`src/rtl/relu_pkg.sv`:
```
// relu_pkg: shared constants and types for the ReLU share dealer.
//   - sh_state_t   : share-register FSM encoding (EMPTY / FULL)
//   - LFSR_TAP*_OFS: Fibonacci LFSR taps, as distances below the MSB of the
//                    2N-bit register (taps 2N, 2N-1, 2N-3, 2N-4)
package relu_pkg;

   typedef enum logic {
      SH_EMPTY = 1'b0,
      SH_FULL  = 1'b1
   } sh_state_t;

   localparam int unsigned LFSR_TAP0_OFS = 0;
   localparam int unsigned LFSR_TAP1_OFS = 1;
   localparam int unsigned LFSR_TAP2_OFS = 3;
   localparam int unsigned LFSR_TAP3_OFS = 4;

endpackage

```
`src/rtl/relu_share_dealer_mask_fifo.sv`:
```
// mask_fifo: DEPTH-entry FIFO holding the r2 masks of issued shares.
// Ports:
//   clk, rst_n      : clock, asynchronous active-low reset
//   i_push, i_data  : write one mask
//   i_pop           : discard the head mask
//   o_head          : mask at the head (valid when o_count != 0)
//   o_count         : number of masks held
module mask_fifo #(
   parameter int unsigned N     = 32,
   parameter int unsigned DEPTH = 4
) (
   input  logic                     clk,
   input  logic                     rst_n,
   input  logic                     i_push,
   input  logic [N-1:0]             i_data,
   input  logic                     i_pop,
   output logic [N-1:0]             o_head,
   output logic [$clog2(DEPTH):0]   o_count
);

   localparam int unsigned AW = $clog2(DEPTH);

   logic [N-1:0]  r_mem [DEPTH];
   logic [AW-1:0] r_wr_ptr;
   logic [AW-1:0] r_rd_ptr;
   logic [AW:0]   r_count;

   // Storage carries no reset; only the pointers and count define contents.
   always_ff @(posedge clk) begin
      if (i_push) r_mem[r_wr_ptr] <= i_data;
   end

   // DEPTH is a power of two, so the pointers wrap by natural overflow.
   always_ff @(posedge clk or negedge rst_n) begin
      if (!rst_n) begin
         r_wr_ptr <= '0;
         r_rd_ptr <= '0;
         r_count  <= '0;
      end else begin
         if (i_push) r_wr_ptr <= r_wr_ptr + AW'(1);
         if (i_pop)  r_rd_ptr <= r_rd_ptr + AW'(1);
         case ({i_push, i_pop})
            2'b10:   r_count <= r_count + (AW+1)'(1);
            2'b01:   r_count <= r_count - (AW+1)'(1);
            default: r_count <= r_count;
         endcase
      end
   end

   assign o_head  = r_mem[r_rd_ptr];
   assign o_count = r_count;

endmodule

```
`src/rtl/relu_share_dealer.sv`:
```
// relu_share_dealer: masks plaintext x into garbler/evaluator shares using an
// LFSR-drawn mask pair (r1, r2), then unmasks the returned relu(x)+r2.
// Ports:
//   clk, rst                      : clock, asynchronous active-low reset
//   seed_valid/seed_ready/seed    : load the 2N-bit LFSR (only when idle)
//   in_valid/in_ready/in_x        : plaintext input
//   sh_valid/sh_ready/sh_g/sh_e   : shares, sh_g={r1,r2}, sh_e=x-r1
//   res_valid/res_ready/res_o     : masked result relu(x)+r2
//   out_valid/out_ready/out_y     : unmasked result res_o-r2
//   pending                       : r2 masks waiting for their result
module relu_share_dealer
   import relu_pkg::*;
#(
   parameter int unsigned N     = 32,
   parameter int unsigned DEPTH = 4
) (
   input  logic                     clk,
   input  logic                     rst,
   input  logic                     seed_valid,
   output logic                     seed_ready,
   input  logic [2*N-1:0]           seed,
   input  logic                     in_valid,
   output logic                     in_ready,
   input  logic [N-1:0]             in_x,
   output logic                     sh_valid,
   input  logic                     sh_ready,
   output logic [2*N-1:0]           sh_g,
   output logic [N-1:0]             sh_e,
   input  logic                     res_valid,
   output logic                     res_ready,
   input  logic [N-1:0]             res_o,
   output logic                     out_valid,
   input  logic                     out_ready,
   output logic [N-1:0]             out_y,
   output logic [$clog2(DEPTH):0]   pending
);

   localparam int unsigned PW = $clog2(DEPTH) + 1;

   sh_state_t        r_state;
   sh_state_t        w_state_next;
   logic             r_run;
   logic [2*N-1:0]   r_lfsr;
   logic [2*N-1:0]   w_lfsr_next;
   logic             w_fb;
   logic [2*N-1:0]   r_sh_g;
   logic [N-1:0]     r_sh_e;
   logic             r_out_valid;
   logic [N-1:0]     r_out_y;
   logic [N-1:0]     w_head;
   logic [PW-1:0]    w_count;
   logic [PW-1:0]    w_occ;
   logic             w_seed_xfer;
   logic             w_in_xfer;
   logic             w_sh_xfer;
   logic             w_res_xfer;

   assign w_fb = r_lfsr[2*N-1-LFSR_TAP0_OFS] ^ r_lfsr[2*N-1-LFSR_TAP1_OFS]
               ^ r_lfsr[2*N-1-LFSR_TAP2_OFS] ^ r_lfsr[2*N-1-LFSR_TAP3_OFS];
   assign w_lfsr_next = {r_lfsr[2*N-2:0], w_fb};

   // Masks already queued plus the one sitting in the share register; the
   // FIFO must always have room for every share that can still be pushed.
   assign w_occ = w_count + PW'(r_state == SH_FULL);

   // r_run is cleared asynchronously by rst, so every ready is 0 during reset
   // without using rst as a combinational signal.
   assign seed_ready = r_run && (r_state == SH_EMPTY) && (w_count == '0) && !r_out_valid;
   assign w_seed_xfer = seed_valid && seed_ready;
   assign in_ready = r_run && !w_seed_xfer
                  && ((r_state == SH_EMPTY) || sh_ready)
                  && (w_occ < PW'(DEPTH));
   assign w_in_xfer = in_valid && in_ready;
   assign sh_valid  = (r_state == SH_FULL);
   assign w_sh_xfer = sh_valid && sh_ready;
   assign res_ready = r_run && (w_count != '0) && (!r_out_valid || out_ready);
   assign w_res_xfer = res_valid && res_ready;

   always_comb begin
      w_state_next = r_state;
      if (w_in_xfer)      w_state_next = SH_FULL;
      else if (w_sh_xfer) w_state_next = SH_EMPTY;
   end

   always_ff @(posedge clk or negedge rst) begin
      if (!rst) begin
         r_state     <= SH_EMPTY;
         r_run       <= 1'b0;
         r_lfsr      <= (2*N)'(1);
         r_sh_g      <= '0;
         r_sh_e      <= '0;
         r_out_valid <= 1'b0;
         r_out_y     <= '0;
      end else begin
         r_state <= w_state_next;
         r_run   <= 1'b1;
         if (w_seed_xfer)    r_lfsr <= (seed == '0) ? (2*N)'(1) : seed;
         else if (w_in_xfer) r_lfsr <= w_lfsr_next;
         if (w_in_xfer) begin
            r_sh_g <= r_lfsr;
            r_sh_e <= in_x - r_lfsr[2*N-1:N];
         end
         if (w_res_xfer) begin
            r_out_valid <= 1'b1;
            r_out_y     <= res_o - w_head;
         end else if (out_ready) begin
            r_out_valid <= 1'b0;
         end
      end
   end

   mask_fifo #(
      .N     (N),
      .DEPTH (DEPTH)
   ) u_mask_fifo (
      .clk     (clk),
      .rst_n   (rst),
      .i_push  (w_sh_xfer),
      .i_data  (r_sh_g[N-1:0]),
      .i_pop   (w_res_xfer),
      .o_head  (w_head),
      .o_count (w_count)
   );

   assign sh_g      = r_sh_g;
   assign sh_e      = r_sh_e;
   assign out_valid = r_out_valid;
   assign out_y     = r_out_y;
   assign pending   = w_count;

endmodule

```
`config.mk`:
```
export PLATFORM = sky130hd
export DESIGN_NAME = relu_share_dealer
export DESIGN_NICKNAME = d
export VERILOG_FILES = /design/src/rtl/relu_pkg.sv /design/src/rtl/relu_share_dealer_mask_fifo.sv /design/src/rtl/relu_share_dealer.sv
export SDC_FILE = /design/constraint.sdc
export NUM_CORES = 1
export LEC_CHECK = 0
export ABC_AREA = 1
export BUFFER_PORTS_ARGS = -buffer_cell sky130_fd_sc_hd__clkbuf_2
export CAP_MARGIN = 20
export CELL_PAD_IN_SITES_DETAIL_PLACEMENT = 1
export CELL_PAD_IN_SITES_GLOBAL_PLACEMENT = 1
export CORE_ASPECT_RATIO = 1.25
export CORE_MARGIN = 3
export CORE_UTILIZATION = 30
export CTS_CLUSTER_DIAMETER = 30
export DETAILED_ROUTE_END_ITERATION = 6
export GPL_TIMING_DRIVEN = 1
export PLACE_DENSITY = 0.58
export SLEW_MARGIN = 20
export SYNTH_ARGS = -nofsm -noshare
export SYNTH_HDL_FRONTEND = slang
export SYNTH_HIERARCHICAL = 1
export SYNTH_SLANG_ARGS = --single-unit
```
`constraint.sdc`:
```
create_clock -name clk -period 6.68 [get_ports clk]
set_input_delay 1.336 -clock clk [delete_from_list [all_inputs] [get_ports clk]]
set_output_delay 1.336 -clock clk [all_outputs]
set_load 0.01 [all_outputs]
```
After elaboration in Yosys (flattened, before gate mapping)
Memory sizes are Yosys's and may differ from the RTL's.
Index checks and enable logic that the tools add are counted.

word-level totals
  RAM bits = 128
  memories = 1
  register bits = 202
  logic and storage cells = 58
  input port bits = 135

cells by class
  reductions and logical operators = 23
  mux-type cells = 10
  bitwise gates (word level) = 4
  equality and inequality tests = 2
  add/subtract/negate cells = 7
  magnitude comparators = 1

memories
  memory             depth  width  rd ports  clocked after memory_dff  write ports  line                               source
  u_mask_fifo.r_mem  4      32     1         0                         1            relu_share_dealer_mask_fifo.sv:23  logic [N-1:0] r_mem [DEPTH];

operator list
  kind                                                                    number
  64-bit 2-to-1 mux                                                       3
  64-bit zero test                                                        1
  32-bit subtractor                                                       2
  1-bit logical AND                                                       12
  2-bit nonzero test                                                      4
  1-bit 2-to-1 mux                                                        6
  3-bit one-hot mux with 2 select lines                                   1
  2-bit by 1-bit adder with 2-bit output (second input constant)          2
  3-bit by 1-bit adder with 3-bit output                                  1
  3-bit by 1-bit adder with 3-bit output (second input constant)          1
  3-bit zero test                                                         1
  3-bit < comparator (second input constant)                              1
  3-bit nonzero test                                                      1
  3-bit by 1-bit subtractor with 3-bit output (second input constant)     1
  1-bit bitwise XOR                                                       3
  2-bit by 1-bit equality test with 1-bit output (second input constant)  1
  2-bit equality test (second input constant)                             1
  1-bit zero test                                                         2
  1-bit logical OR                                                        2
  1-bit inverter                                                          1

Depth between registers and ports, before layout
Gate-level depths: netlist (run 1).

  depth after elaboration = 12
  depth in mapped cells = 20

Hierarchy
Netlist (run 1), hierarchy kept.

modules (own cells, without submodules)
  module             times used  cells each  sequential area each (um^2)  area each (um^2)
  relu_share_dealer  1           1980        4880.9                       12962.4
  mask_fifo          1           481         4018.9                       5545.3

Worst setup path before layout (run 1)
Ideal clock, no wire load.

  path type = input to output
  from = in sh_ready
  to = out in_ready
  data required time = 5.344 ns
  slack = 3.489 ns
  data arrival time = 1.855 ns
  path buffers = 0
  stages = 5
  cell sequence = o21ai_1 -> a21oi_1 -> o21a_2 -> nand2_1 -> inv_1

between the ends
  cells in the longest elaborated chain, start to end = 3

ends and longest elaborated chain
  item               line                     source
  start, declared    relu_share_dealer.sv:26  input logic sh_ready,
  1-bit logical OR   relu_share_dealer.sv:71  && ((r_state == SH_EMPTY) || sh_ready)
  1-bit logical AND  relu_share_dealer.sv:71
  1-bit logical AND  relu_share_dealer.sv:72  && (w_occ < PW'(DEPTH));
  end, declared      relu_share_dealer.sv:23  output logic in_ready,

Every way passes these cells.

Worst setup path in the final report (run 1)
  from = in out_ready
  to = reg u_mask_fifo.r_count[2] (netlist: u_mask_fifo/o_count[2])

between the ends
  cells in the longest elaborated chain, start to end = 5
  elaborated cells on any way between the ends = 7
  classes of those cells = eq/ne (2); mux (1); reduce/logical (4)

ends and longest elaborated chain
  item                                                                                   line                               source
  start, declared                                                                        relu_share_dealer.sv:33            input logic out_ready,
  1-bit logical OR (*)                                                                   relu_share_dealer.sv:76            assign res_ready = r_run && (w_count != '0) && (!r_out_valid || out_ready);
  1-bit logical AND (*)                                                                  relu_share_dealer.sv:76
  1-bit logical AND (*)                                                                  relu_share_dealer.sv:77            assign w_res_xfer = res_valid && res_ready;
  2-bit by 1-bit equality test with 1-bit output or 2-bit equality test (tied branches)  relu_share_dealer_mask_fifo.sv:42  case ({i_push, i_pop})
  3-bit one-hot mux with 2 select lines or 2-bit nonzero test (tied branches)            n/a
  end signal, assigned                                                                   relu_share_dealer_mask_fifo.sv:43  2'b10: r_count <= r_count + (AW+1)'(1);
  end signal, assigned                                                                   relu_share_dealer_mask_fifo.sv:44  2'b01: r_count <= r_count - (AW+1)'(1);
  end signal, assigned                                                                   relu_share_dealer_mask_fifo.sv:45  default: r_count <= r_count;
  end, declared                                                                          relu_share_dealer_mask_fifo.sv:26  logic [AW:0] r_count;

Every way passes the cells marked *; elsewhere a longest branch is shown, timed or not.
A chain may end at the register's enable or synchronous reset.

==> impl_metrics.tcl, run 1 <==
set metrics [dict create \
    outcome "completed" \
    dr_total_vias 16464 \
    netlist_instances 2461 \
    clk_latency_ns 0.60 \
    totalPowerFinal_mw 12.14 \
    final_util_pct 38.40 \
    clockBufferDepth 3 \
    hold_buffers 0 \
    ir_drop_uv 212.3 \
    required_ns 7.17 \
    wirelength_mm 62.28 \
    synthesis.area_mm2 0.01851 \
    syn_nets 2666 \
    r2r-start "u_mask_fifo/r_rd_ptr[0]" \
    first_iter_violations 588 \
    initial_core_util_pct 30.38 \
    grtUsageTotal_pct 19.30 \
    slowest_delay_ns 0.78 \
    clk_pin_slew_worst_paths_ns 0.04 \
    postLayoutCellArea_mm2 0.02339 \
    start_kind "input pin" \
    critPathKind "in2reg" \
    holdPathStages 2 \
    ys.flop_type "dfrtp_1" \
    cts_buffers 84 \
    crit_chain "clkbuf_2 -> o211a_1 -> nand2_1 -> buf_4 -> clkinv_1 -> ha_1 -> fa_1 -> nand2_1 -> nand3_1 -> nand2_1 -> nand2_1" \
    first_pass_iters 4 \
    arrival_ns 4.13 \
    gr-total-overflow 0 \
    coreArea_mm2 0.06091 \
    worstRegToRegCells 16 \
    syn_area_per_cell_um2 7.520 \
    crit_top_cell "nand2_1" \
    antenna_found_initial 5 \
    drc 0 \
    placed_area_mm2 0.02061 \
    tritoncts "done" \
    final_common_cell "nand2_1" \
    yosys_warnings 6 \
    setup-violations-final 0 \
    final_cell_mix "953 x nand2_1, 420 x inv_1, 269 x clkbuf_2, 204 x nor2_1, 200 x dfrtp_1" \
    port_buffers 270 \
    gp_congestion 0.8156 \
    r2r_slack_ns 3.14 \
    cts_setup_buffers 0 \
    fmax_ghz 0.2747 \
    hold_viol_final 0 \
    worstHoldStart "r_lfsr[23]" \
    vias_per_cell 4.508 \
    ys_seq_area_share_pct 48.09 \
    htreeDepth 3 \
    hold_slack_ns 0.4693 \
    relSlewSlack_pct 31.48 \
    synthArstFlopShare_pct 61.21 \
    ys_types 39 \
    routedWlPerCell_um 17.05 \
    io-pin-count 271 \
    area_delta_synth_final_pct 26.39 \
    synth_seq_cells 330 \
    fp-row-count 101 \
    cts_sinks 330 \
    end_kind "flop" \
    leakagePower_nw 12.48 \
    slew_violations 0 \
    cts_repair_resize_count 0 \
    post-route-period-util_pct 54.49 \
    drive_gt1_share_pct 15.05 \
    setup_slack_ns 3.040 \
    die_area_mm2 0.06473 \
    nNetsFinal 2963 \
    drv_cap 0 \
    hold_path_class "reg2reg" \
    dieHeight_um 283.7 \
    rsz0062_at_grt "no" \
    dp_cells 3496 \
    p_per_area_mw_per_mm2 518.9 \
    dp_slack_ns 2.351 \
    min_period_ns 3.640 \
    clock-root-buffer "clkbuf_16" \
    grt_pass1_vias 17811 \
    fin_skew_ns 0.01919 \
    min_to "r_lfsr[23]" \
    die_width_um 228.2 \
    grt_max_degree 161 \
    tns_ns 0 \
    worstPathMaxFanout 48 \
    grt_pass1_wl_mm 98.09 \
    reg2reg_to "out_y[27]" \
    worstMarginPinSlew_ns 1.028 \
    critPathSlowestCell "clkinv_1" \
    synth_edf_count 128 \
    dp_hpwl_mm 47.73 \
    final_cell_count_no_fill 3652 \
    detail-route-antenna-nets 0 \
]
## cells in the mapped netlist (3+ instances only)
cell type | instances | area share, %
nand3b_1 | 10 | 0.41
o211ai_1 | 32 | 1.3
nand2_1 | 953 | 19
buf_4 | 15 | 0.61
xor2_1 | 10 | 0.47
o21a_1 | 8 | 0.32
a21oi_1 | 82 | 2.2
nor3_1 | 8 | 0.22
o21bai_1 | 6 | 0.24
fa_1 | 3 | 0.32
nand3_1 | 98 | 2.7
clkbuf_1 | 18 | 0.37
xnor2_1 | 25 | 1.2
buf_2 | 31 | 0.84
inv_1 | 424 | 8.6
nand4_1 | 15 | 0.51
ha_1 | 67 | 4.5
nor2_1 | 204 | 4.1
o21ai_1 | 57 | 1.5
dfrtp_1 | 201 | 27
o21ai_0 | 45 | 1.2
edfxtp_1 | 128 | 21
## worst max-delay path by stage
| stage | startpoint | endpoint | slack, ns | cells past startpoint |
|---|---|---|---|---|
| final | out_ready | u_mask_fifo/o_count[2] | 3.04 | 11 |
| after floorplan | sh_ready | in_ready | 3.49 | 5 |
| after detailed placement | out_ready | u_mask_fifo/o_count[2] | 2.35 | 11 |
| after CTS | out_ready | u_mask_fifo/o_count[2] | 3.00 | 11 |
| after global routing | u_mask_fifo/r_rd_ptr[0] | out_y[27] | 2.70 | 16 |
| after global placement | out_ready | u_mask_fifo/o_count[2] | 2.44 | 11 |
## registers in the layout (all words and copies together), names as in the netlist
signal and count:
u_mask_fifo/r_wr_ptr 2, u_mask_fifo/r_rd_ptr 2, r_run 1, u_mask_fifo/r_mem 128
sh_e 32, u_mask_fifo/o_count 3, sh_valid 1, out_y 32
r_lfsr 64, sh_g 64, out_valid 1
## final cells by class
type,instances,area (µm²)
Multi-Input combinational cell,1636,7637
Timing Repair Buffer,278,1434
Sequential cell,330,8904
Tap cell,824,1031
Clock inverter,39,380.4
Clock buffer,113,2386
Fill cell,7535,37520
Antenna cell,4,10.01
Inverter,428,1609
## worst max-delay path: cells and delay by family
| family | cells | cell delay [ns] |
|---|---|---|
| buffers and inverters | 3 | 1.24 |
| adders and majority gates | 2 | 0.94 |
| AOI/OAI and AO/OA | 1 | 0.22 |
| and+or+nand+nor | 5 | 0.37 |
## kinds of logic after synthesis
family | after synthesis | share of synthesized area [%]
simple gates | 1296 | 27.71
flops | 330 | 48.09
other cells | 1 | 0.02026
buf+inv | 495 | 10.65
fa+ha+maj | 70 | 4.854
compound gates | 234 | 7.024
xor+xnor | 35 | 1.656
## layer usage
metal | share of wire (%) | global-route usage (%)
met3 | 4.7 | 4.147
met5 | 0.077 | 0
met1 | 41 | 21.72
met2 | 52 | 36.01
met4 | 2.6 | 6.301
## report_power, final
| group | total (mW) | switching (mW) | internal (mW) | leakage [nW] |
|---|---|---|---|---|
| Clock | 3.90 | 1.23 | 2.67 | 1.35 |
| Sequential | 3.36 | 0.550 | 2.81 | 3.77 |
| Combinational | 4.87 | 3.22 | 1.65 | 7.35 |
(Power assumes the default switching activity.)
==> inputs of run 2 (changes only) <==
- ABC_AREA: 1 -> 0
- PLACE_DENSITY: 0.58 -> 0.55
- clock period: 6.68 -> 3.4 ns (I/O delays scaled with it)
==> run 2 against run 1 <==
Net effect: the flow now finishes with violations (design-rule violations, negative hold slack, negative setup slack); clock power rose by 120%; die area is 13% lower; clock-buffer cell count down 4; critical endpoint is now out_y[30]; power rose by 98%; sequential cell count stayed put; first-iteration DRC count grew 33%; highest routed layer unchanged; design area is 4.7% lower; synthesized cell count down 42%; setup slack worse by 3.1 ns; area after synthesis is 13% lower; critical path type is now reg2reg.
==> impl_metrics.tcl, run 2 <==
set metrics [dict create \
    hold_path_class "in2async" \
    cts_sinks 330 \
    min_period_ns 3.420 \
    synth_seq_cells 330 \
    synth_edf_count 128 \
    placed_area_mm2 0.01858 \
    ir_drop_uv 430.1 \
    violations "design-rule violations, negative hold slack, negative setup slack" \
    p_per_area_mw_per_mm2 1077 \
    busiest_layer "met2" \
    drv_cap 0 \
    synth_common_cells "240 x nand2_1, 201 x dfrtp_1, 138 x inv_1" \
    use_met2_pct 32.75 \
    fp-row-count 94 \
    largest_reg_flops 128 \
    antenna_found_initial 11 \
    final_util_pct 42.23 \
    port_buffers 270 \
    clockBufferDepth 3 \
    end_kind "flop" \
    tns_ns -0.03981 \
    use_met3_pct 4.569 \
    detail-route-antenna-nets 0 \
    gr-total-overflow 0 \
    drc 3 \
    setup-violations-final 3 \
    gp_congestion 0.8477 \
    slew_violations 0 \
    num-fill-cells 5753 \
    final_cell_mix "269 x clkbuf_2, 238 x nand2_1, 200 x dfrtp_1, 130 x inv_1, 128 x edfxtp_1" \
    die_width_um 212.9 \
    initial_core_util_pct 30.39 \
    fmax_ghz 0.2924 \
    ys_top_cells_by_area "dfrtp_1 31%, edfxtp_1 24%, nand2_1 5.6%" \
    leakagePower_nw 10.46 \
    first_iter_violations 782 \
    hold_viol_final 1 \
    io-pin-count 271 \
    postLayoutCellArea_mm2 0.02230 \
    critPathKind "reg2reg" \
    clk_latency_ns 0.60 \
    arrival_ns 3.88 \
    syn_nets 1630 \
    routedWlPerCell_um 20.40 \
    grt_max_degree 66 \
    required_ns 3.86 \
    area_delta_synth_final_pct 38.97 \
    dp_hpwl_mm 38.49 \
    multi_input_area_mm2 0.006558 \
    wirelength_mm 52.81 \
    post-route-period-util_pct 100.6 \
    largest-register "u_mask_fifo/r_mem" \
    clk_pin_slew_worst_paths_ns 0.05 \
    yosysMostFrequentCell "nand2_1" \
    ff_latch_area_mm2 0.008901 \
    yosys_warnings 6 \
    nNetsFinal 2042 \
    htreeDepth 3 \
    final_common_cell "clkbuf_2" \
    synthesis.area_mm2 0.01605 \
    outcome "finished, violations left" \
    rsz0062_at_grt "yes" \
    dieHeight_um 264.6 \
    dp_slack_ns -0.1887 \
    fin_skew_ns 0.02163 \
    synth_top_area_share_pct 31.35 \
    cts_buffers 86 \
    ys.flop_type "dfrtp_1" \
    synthArstFlopShare_pct 61.21 \
    clock-root-buffer "clkbuf_16" \
    hold_buffers 0 \
    ys_seq_area_share_pct 55.46 \
    worstMarginPinSlew_ns 0.7423 \
    hold_slack_ns -0.002565 \
    grt_pass1_vias 13932 \
    setup_slack_ns -0.01972 \
    start_kind "flop" \
    worstPathMaxFanout 6 \
    vias_per_cell 4.924 \
    tritoncts "done" \
    grt_use_met1_pct 21.71 \
    drive_gt1_share_pct 33.35 \
    syn_area_per_cell_um2 11.26 \
    ys_types 70 \
    grtUsageTotal_pct 18.69 \
    dr_total_vias 12743 \
    netlist_instances 1425 \
    first_pass_iters 7 \
    coreArea_mm2 0.05281 \
    yosysTopAreaCell "dfrtp_1" \
    relSlewSlack_pct 50.39 \
    die_area_mm2 0.05632 \
    grt_pass1_wl_mm 81.13 \
]
==> run 2: cell count changes in the layout (fill, tap and decap cells not counted), sizes merged, moves of 23 or more <==
cell | previous run | this run
nand2 | 955 | 240
inv | 432 | 146
nor2 | 205 | 37
buf | 9 | 120
nand3 | 99 | 15
a222oi | 0 | 61
mux4 | 0 | 32
o21ai | 102 | 129
a21o | 2 | 28
xor2 | 10 | 33
==> run 2: worst paths after layout <==
check	startpoint	end	slack, ns	depth (start not counted)
max reg2reg	u_mask_fifo/r_rd_ptr[0]	out_y[30]	-0.02	13
min	rst	out_valid	-0.003	1
min in group clk	sh_ready	sh_valid	0.29	2
min reg2reg	out_y[23]	out_y[23]	0.48	2
max	u_mask_fifo/r_rd_ptr[0]	out_y[30]	-0.02	13
max in group asynchronous	rst	sh_e[12]	2.51	2
==> run 2: worst max-delay path, stage by stage, from the launching register on <==
cell and delay [ns]:
dfrtp_2 0.44, buf_6 0.14, mux4_2 0.54, buf_6 0.15, fa_2 0.42, nor2b_4 0.14
o2111ai_2 0.16, a21oi_2 0.23, o211ai_1 0.27, a21oi_2 0.28, a31oi_2 0.14, o21ai_1 0.17
xnor2_1 0.13, o21ai_1 0.07
==> run 2: metal layers <==
| layer | part of all wire (%) | routed length [µm] |
|---|---|---|
| met5 | 0.13 | 69 |
| met4 | 3.3 | 1743 |
| met3 | 5.7 | 3011 |
| met2 | 51 | 27040 |
| met1 | 40 | 20950 |
==> run 2: where the power goes <==
group,total (mW),internal [mW],switching [mW]
Clock,8.44,5.81,2.62
Combinational,9.05,4.18,4.87
Sequential,6.53,5.50,1.02
==> run 2: final cells by class <==
class / instances / share of cell area (%)
Sequential cell: 330 / 39.91
Multi-Input combinational cell: 890 / 29.41
Timing Repair Buffer: 390 / 10.80
Clock buffer: 109 / 10.68
Tap cell: 672 / 3.770
Clock inverter: 52 / 3.030
Inverter: 139 / 2.340
Antenna cell: 6 / 0.06733
==> run 2: metrics by stage <==
stage	power (mW)	instances
after detailed placement	14.77	2388
after global placement	14.57	2388
final	24.01	2588
after floorplan	11.59	1425
after global routing	25.64	2584
after CTS	23.79	2569
==> run 2: logic make-up (layout without fill, tap and decap cells) <==
family / Yosys count / after routing / share of synthesized area (%)
multiplexers: 34 / 34 / 4.717
AND/OR/NAND/NOR: 380 / 380 / 10.57
AO/OA/AOI/OAI: 341 / 341 / 14.35
XOR/XNOR: 64 / 64 / 3.493
other: 1 / 7 / 0.02337
buffers and inverters: 205 / 690 / 5.786
adder cells (fa/ha/maj): 70 / 70 / 5.598
flip-flops: 330 / 330 / 55.46
==> run 2: timing repair <==
item                       in CTS  in global routing
pin swaps                      10                 25
gates resized for setup        35                 43
setup endpoints to repair       8                 14
gates cloned                    0                  1
buffers inserted               21                 14
